## src/rtl/seg7_pkg.sv

```systemverilog
`default_nettype none
// ============================================================================
//  Module      : seg7_pkg
//  Description : Shared types and constants for the 7-segment scan controller.
//                Holds the scan FSM state type, the dark segment pattern and
//                the active-low hex-to-segment table ({g..a} bit order).
//  Revision    : 1.0  initial release
// ============================================================================
package seg7_pkg;

  typedef enum logic [1:0] {
    IDLE = 2'd0,
    GAP  = 2'd1,
    SHOW = 2'd2
  } state_e;

  // All segments off (common-anode, active-low drive).
  localparam logic [6:0] SEG_OFF = 7'h7F;

  // Active-low segment codes {g,f,e,d,c,b,a} for hex digits 0..F.
  localparam logic [6:0] HEX_TO_SEG [0:15] = '{
    7'h40, 7'h79, 7'h24, 7'h30, 7'h19, 7'h12, 7'h02, 7'h78,
    7'h00, 7'h10, 7'h08, 7'h03, 7'h46, 7'h21, 7'h06, 7'h0E
  };

endpackage : seg7_pkg
`default_nettype wire

```

## src/rtl/seg7_scan_ctrl_seg7dec.sv

```systemverilog
`default_nettype none
// ============================================================================
//  Module      : seg7dec
//  Description : Combinational hex-to-7-segment decoder, active-low outputs.
//  Ports       : sw_i   [3:0] hex nibble to display
//                hex0_o [6:0] active-low segments {g..a}
//  Revision    : 1.0  initial release
// ============================================================================
module seg7dec (
  input  logic [3:0] sw_i,
  output logic [6:0] hex0_o
);

  logic [6:0] w_seg_on;  // active-high pattern, inverted at the output

  always_comb begin
    w_seg_on = 7'h00;
    case (sw_i)
      4'h0: w_seg_on = 7'h3F;
      4'h1: w_seg_on = 7'h06;
      4'h2: w_seg_on = 7'h5B;
      4'h3: w_seg_on = 7'h4F;
      4'h4: w_seg_on = 7'h66;
      4'h5: w_seg_on = 7'h6D;
      4'h6: w_seg_on = 7'h7D;
      4'h7: w_seg_on = 7'h07;
      4'h8: w_seg_on = 7'h7F;
      4'h9: w_seg_on = 7'h6F;
      4'hA: w_seg_on = 7'h77;
      4'hB: w_seg_on = 7'h7C;
      4'hC: w_seg_on = 7'h39;
      4'hD: w_seg_on = 7'h5E;
      4'hE: w_seg_on = 7'h79;
      4'hF: w_seg_on = 7'h71;
      default: w_seg_on = 7'h00;
    endcase
  end

  assign hex0_o = ~w_seg_on;

endmodule : seg7dec
`default_nettype wire

```

## src/rtl/seg7_scan_ctrl.sv

```systemverilog
`default_nettype none
// ============================================================================
//  Module      : seg7_scan_ctrl
//  Description : Time-multiplexed scan controller for a DIGITS-wide
//                common-anode 7-segment display. Each digit slot is TICK_DIV
//                cycles: GAP_CYC blanked cycles followed by the lit phase.
//                New data is staged in a pending register and committed to
//                the display register only at frame boundaries.
//  Ports       : clk_i         system clock (rising edge)
//                rst_i         synchronous active-high reset
//                enable_i      1 = scanning, 0 = display dark
//                load_i        strobe: capture data/dp/blank into pending
//                data_i        packed hex nibbles, digit 0 = rightmost
//                dp_in_i       decimal point per digit, 1 = lit
//                blank_mask_i  1 = digit never lit (slot still consumed)
//                seg_o         active-low segments {g..a}, registered
//                dp_o          active-low decimal point, registered
//                an_o          active-low digit enables, registered
//                frame_done_o  1-cycle pulse on each frame commit
//  Revision    : 1.0  initial release
// ============================================================================
module seg7_scan_ctrl
  import seg7_pkg::*;
#(
  parameter int DIGITS   = 4,
  parameter int TICK_DIV = 50000,
  parameter int GAP_CYC  = 16
) (
  input  logic                clk_i,
  input  logic                rst_i,
  input  logic                enable_i,
  input  logic                load_i,
  input  logic [4*DIGITS-1:0] data_i,
  input  logic [DIGITS-1:0]   dp_in_i,
  input  logic [DIGITS-1:0]   blank_mask_i,
  output logic [6:0]          seg_o,
  output logic                dp_o,
  output logic [DIGITS-1:0]   an_o,
  output logic                frame_done_o
);

  localparam int CNT_W = $clog2(TICK_DIV);
  localparam int IDX_W = (DIGITS > 1) ? $clog2(DIGITS) : 1;

  localparam logic [CNT_W-1:0] CNT_LAST = CNT_W'(TICK_DIV - 1);
  localparam logic [CNT_W-1:0] GAP_LAST = CNT_W'(GAP_CYC - 1);
  localparam logic [IDX_W-1:0] IDX_LAST = IDX_W'(DIGITS - 1);

  // FSM and scan position
  state_e             state_q;
  logic [CNT_W-1:0]   cnt_q;
  logic [IDX_W-1:0]   idx_q;

  // Pending (written by load) and display (being scanned) registers
  logic [4*DIGITS-1:0] pend_data_q,  pend_data_d;
  logic [DIGITS-1:0]   pend_dp_q,    pend_dp_d;
  logic [DIGITS-1:0]   pend_blank_q, pend_blank_d;
  logic [4*DIGITS-1:0] disp_data_q;
  logic [DIGITS-1:0]   disp_dp_q;
  logic [DIGITS-1:0]   disp_blank_q;

  // Output registers
  logic [6:0]          seg_q, seg_d;
  logic                dp_q,  dp_d;
  logic [DIGITS-1:0]   an_q,  an_d;
  logic                frame_done_q;

  logic [3:0]          w_nib;
  logic [6:0]          w_dec_seg;

  // A load in the same cycle as a commit must win, so the commit source is
  // the pending register's next value rather than its current one.
  always_comb begin
    pend_data_d  = load_i ? data_i       : pend_data_q;
    pend_dp_d    = load_i ? dp_in_i      : pend_dp_q;
    pend_blank_d = load_i ? blank_mask_i : pend_blank_q;
  end

  always_comb begin
    w_nib = disp_data_q[4*int'(idx_q) +: 4];
  end

  seg7dec u_seg7dec (
    .sw_i   (w_nib),
    .hex0_o (w_dec_seg)
  );

  // Output next values come from the current state/idx, so AN, SEG and DP
  // all appear together one cycle later. Dropping enable darkens the
  // display on the very next edge, regardless of state.
  always_comb begin
    an_d  = '1;
    seg_d = SEG_OFF;
    dp_d  = 1'b1;
    if (enable_i && (state_q == SHOW)) begin
      seg_d = w_dec_seg;
      dp_d  = ~disp_dp_q[idx_q];
      if (!disp_blank_q[idx_q]) begin
        an_d[idx_q] = 1'b0;
      end
    end
  end

  always_ff @(posedge clk_i) begin
    if (rst_i) begin
      state_q      <= IDLE;
      cnt_q        <= '0;
      idx_q        <= '0;
      pend_data_q  <= '0;
      pend_dp_q    <= '0;
      pend_blank_q <= '1;
      disp_data_q  <= '0;
      disp_dp_q    <= '0;
      disp_blank_q <= '1;
      seg_q        <= SEG_OFF;
      dp_q         <= 1'b1;
      an_q         <= '1;
      frame_done_q <= 1'b0;
    end else begin
      seg_q        <= seg_d;
      dp_q         <= dp_d;
      an_q         <= an_d;
      frame_done_q <= 1'b0;

      pend_data_q  <= pend_data_d;
      pend_dp_q    <= pend_dp_d;
      pend_blank_q <= pend_blank_d;

      if (!enable_i) begin
        state_q <= IDLE;
        cnt_q   <= '0;
        idx_q   <= '0;
      end else begin
        case (state_q)
          IDLE: begin
            // Leaving IDLE starts a fresh frame with the latest pending data.
            state_q      <= GAP;
            cnt_q        <= '0;
            idx_q        <= '0;
            disp_data_q  <= pend_data_d;
            disp_dp_q    <= pend_dp_d;
            disp_blank_q <= pend_blank_d;
          end
          GAP: begin
            if (cnt_q == GAP_LAST) begin
              state_q <= SHOW;
            end
            cnt_q <= cnt_q + CNT_W'(1);
          end
          SHOW: begin
            if (cnt_q == CNT_LAST) begin
              state_q <= GAP;
              cnt_q   <= '0;
              if (idx_q == IDX_LAST) begin
                // Frame boundary: commit pending so a frame never mixes data.
                idx_q        <= '0;
                disp_data_q  <= pend_data_d;
                disp_dp_q    <= pend_dp_d;
                disp_blank_q <= pend_blank_d;
                frame_done_q <= 1'b1;
              end else begin
                idx_q <= idx_q + IDX_W'(1);
              end
            end else begin
              cnt_q <= cnt_q + CNT_W'(1);
            end
          end
          default: begin
            state_q <= IDLE;
            cnt_q   <= '0;
            idx_q   <= '0;
          end
        endcase
      end
    end
  end

  assign seg_o        = seg_q;
  assign dp_o         = dp_q;
  assign an_o         = an_q;
  assign frame_done_o = frame_done_q;

endmodule : seg7_scan_ctrl
`default_nettype wire

```

## config.mk

```make
export PLATFORM = sky130hd
export DESIGN_NAME = seg7_scan_ctrl
export DESIGN_NICKNAME = d
export VERILOG_FILES = /design/src/rtl/seg7_pkg.sv /design/src/rtl/seg7_scan_ctrl_seg7dec.sv /design/src/rtl/seg7_scan_ctrl.sv
export SDC_FILE = /design/constraint.sdc
export NUM_CORES = 1
export LEC_CHECK = 0
export ABC_AREA = 1
export BUFFER_PORTS_ARGS = -buffer_cell sky130_fd_sc_hd__clkbuf_2
export CAP_MARGIN = 20
export CORE_MARGIN = 2
export CORE_UTILIZATION = 40
export CTS_CLUSTER_SIZE = 14
export DETAILED_ROUTE_END_ITERATION = 10
export MAX_ROUTING_LAYER = met4
export PLACE_DENSITY = 0.58
export SYNTH_ARGS = -nofsm -noshare
export SYNTH_HDL_FRONTEND = slang
export SYNTH_SLANG_ARGS = --single-unit
```

## constraint.sdc

```tcl
create_clock -name clk_i -period 2.75 [get_ports clk_i]
set_input_delay 0.4125 -clock clk_i [delete_from_list [all_inputs] [get_ports clk_i]]
set_output_delay 0.4125 -clock clk_i [all_outputs]
set_load 0.01 [all_outputs]
```

==> run_results.csv <==
group,metric,value,unit
route,drt_iter0_markers,88,
floorplan,core_area,9110,um^2
cts,holdBufCountCts,0,
logic_synthesis,synthesis.nets,520,
logic_synthesis,synth_area_leader_cell,"dfxtp_1",
run_status,status,"completed",
cts,cts_tree,"done",
logic_synthesis,yosys-top-cells-area,"dfxtp_1, nand2_1, nor2_1, nand3_1, mux2i_1",
sta,finalClockSkew,0.00886,ns
critical_path,setup.worst_path.end_class,"register",
hold_path,holdCritStartpoint,"rst_i",
logic_synthesis,ys_seq_area_share,43.6,%
critical_path,crit_type,"reg2reg",
cts,postCtsSetupBuffers,0,
logic_synthesis,syn-cell-area,3720,um^2
critical_path,cp_cell_sequence,"inv_2 > nand2_1 > nand3_1 > nand2_1 > inv_1 > ha_1 > inv_1 > nor2_1 > a21oi_1 > o21ai_1",
grt,grt_pass1_vias,2759,
critical_path,critPathRequiredTime,2.98,ns
grt,met3_usage,2.92,%
sta,tightest_slew,0.720,ns
cts,clk_latency,0.34,ns
final_layout,n_antenna_cell,0,
place,dpl.hpwl,5120,um
flow_run,cap_violations,0,
floorplan,start_util,40.8,%
route,drt_pass1_iterations,4,
floorplan,row_count,35,
critical_path,cp_slowest_stage_delay,0.64,ns
sta,fmax,0.475,GHz
sta,slew_headroom,52.0,%
grt,grt_max_degree,52,
final_layout,area_delta_synth_final,10.8,%
power_and_ir_drop,power.leakage,0.00182,uW
grt,grt.overflow.total,0,
critical_path,timing.rr.start,"idx_q[0]$_SDFFE_PP0P_",
cts,cts.sinks,81,
cts,h-tree-depth,3,
route,antenna_left,0,
cts,cts_buffers,9,
sta,hold_viol_final,0,
cts,cts-resized-gates,0,
sta,maxSlewViolCount,0,
final_layout,drive_above_1_share,14.0,%
power_and_ir_drop,irDropWorstVdd,0.000386,V
sta,period_minus_slack,2.10,ns
grt,grt_antenna_before_repair,0,
place,portBuffers,40,
critical_path,cp_max_fo,16,
logic_synthesis,synthCells,477,
critical_path,slowest_stage,"dfxtp_1",
grt,grt_usage,15.6,%
place,place.gp.congestion,0.842,
sta,setup_violations,0,
sta,fin_crit_sh,76.5,%
power_and_ir_drop,p_per_area,599,nW/um^2
route,wire_per_inst,11.3,um
logic_synthesis,ys_seq_elements,81,
critical_path,critPathTopFamily,"flip-flops",
final_layout,fin_util,45.2,%
sta,rsz0062_at_grt,"false",
logic_synthesis,avgSynthCellArea,7.79,um^2
floorplan,io_pins,41,
critical_path,startpoint,"idx_q[0]$_SDFFE_PP0P_",
route,viasPerCell,4.78,
critical_path,start_kind,"register",
hold_path,hp-class,"in2reg",
logic_synthesis,synth_top_area_share,43.6,%
final_layout,multi_input_area,1840,um^2
final_layout,num-fill-cells,949,
logic_synthesis,ys.warnings.count,0,
grt,met1_usage,20.6,%
cts,root_buffer,"clkbuf_8",
final_layout,finalNetCount,554,
cts,cts_buffer_depth,2,
logic_synthesis,synth_cell_type_count,31,
critical_path,crit_buf_inv,3,
final_layout,ff_latch_area,1620,um^2
sta,tns,0,ns
grt,grt_pass1_wl,12500,um
final_layout,final_cell_mix,"nand2_1, nor2_1, dfxtp_1",
critical_path,crit_arrival,2.33,ns
route,drt-total-wl,7090,um
floorplan,dieArea,10100,um^2
grt,gr-max-usage-layer,"met2",
floorplan,dieHeight,100,um
route,dr_total_vias,2996,
grt,use_met2,24.1,%
final_layout,final_common_cell,"nand2_1",
route,drc,0,
cts,cts.reportedPaths.clkPinSlew,0.08,ns
floorplan,die_w,100,um
==> power breakdown <==
part	internal (uW)	switching (uW)	total, uW
sequential	1240	33.7	1270
combinational	128	202	330
clock	425	440	865
==> cell families (layout without fill, tap and decap cells) <==
| family | count (synthesis) | count (layout) | share of synthesized area [%] |
|---|---|---|---|
| compound gates | 37 | 37 | 5.56 |
| xor+xnor | 13 | 13 | 3.06 |
| fa+ha+maj | 15 | 15 | 5.05 |
| mux | 20 | 20 | 5.39 |
| flops | 81 | 81 | 43.6 |
| buf+inv | 45 | 84 | 6.90 |
| simple gates | 266 | 266 | 30.4 |
==> stage by stage <==
step	cells	hold WS [ns]	total power [uW]	area [um^2]	setup slack (ns)
2_1_floorplan	477	0.417	1560	3720	1.09
3_3_place_gp	611	0.433	1620	3920	0.725
3_5_place_dp	611	0.444	1630	3920	0.663
4_1_cts	627	0.288	2500	4120	0.654
5_1_grt	627	0.287	2620	4120	0.377
6_report	627	0.307	2470	4120	0.645
==> registers in the layout (all words and copies together) (netlist names), 2 cells and up <==
register / cells
cnt_q: 16
disp_data_q: 16
pend_data_q: 16
seg_o: 7
an_o: 4
disp_blank_q: 4
disp_dp_q: 4
pend_blank_q: 4
pend_dp_q: 4
idx_q: 2
state_q: 2
==> worst register-to-register path, stage by stage (launching register included) <==
cell	delay (ns)
dfxtp_1	0.64
inv_2	0.24
nand2_1	0.11
nand3_1	0.08
nand2_1	0.22
inv_1	0.12
ha_1	0.22
inv_1	0.07
nor2_1	0.05
a21oi_1	0.16
o21ai_1	0.09
==> final timing paths <==
kind	to	slack (ns)	cells past startpoint
setup / recovery	seg_o[0]$_SDFF_PP1_	0.65	10
hold / removal	pend_data_q[15]$_SDFF_PP0_	0.31	2
setup reg to reg	seg_o[0]$_SDFF_PP1_	0.65	10
hold reg to reg	pend_blank_q[1]$_SDFF_PP1_	0.46	2
==> area by class of cell <==
cell class / instances / share of cell area, %
multi-input cells: 351 / 44.7
flip-flops and latches: 81 / 39.4
repair buffers: 43 / 5.41
well taps: 111 / 3.37
clock buffers: 9 / 3.01
inverters: 25 / 2.28
clock inverters: 7 / 1.88
==> Yosys cell counts <==
cell type / count
xnor2_1: 3
nand3_4: 1
or2_2: 1
o211ai_1: 2
buf_6: 10
a211oi_4: 1
nand2_4: 2
o22ai_1: 1
nor2_2: 2
nor3b_1: 1
nand3_1: 55
xor2_1: 10
dfxtp_1: 81
nand3_2: 1
nor2_1: 87
a21oi_1: 27
o21ai_1: 2
buf_1: 1
ha_1: 15
nand2_1: 108
inv_1: 22
buf_4: 2
o21ai_0: 4
nand4_1: 1
nand3b_1: 1
clkbuf_1: 3
nand2_2: 2
buf_2: 4
nor3_1: 4
inv_2: 3
mux2i_1: 20
==> per-layer routing <==
layer | part of all wire (%) | vias to the layer above
met5 | 0 | -
met4 | 0.58 | 0
met3 | 3.4 | 4
met2 | 45 | 43
met1 | 51 | 1352
li1 | - | 1597
Note: power is estimated with default switching activity, not from simulation.
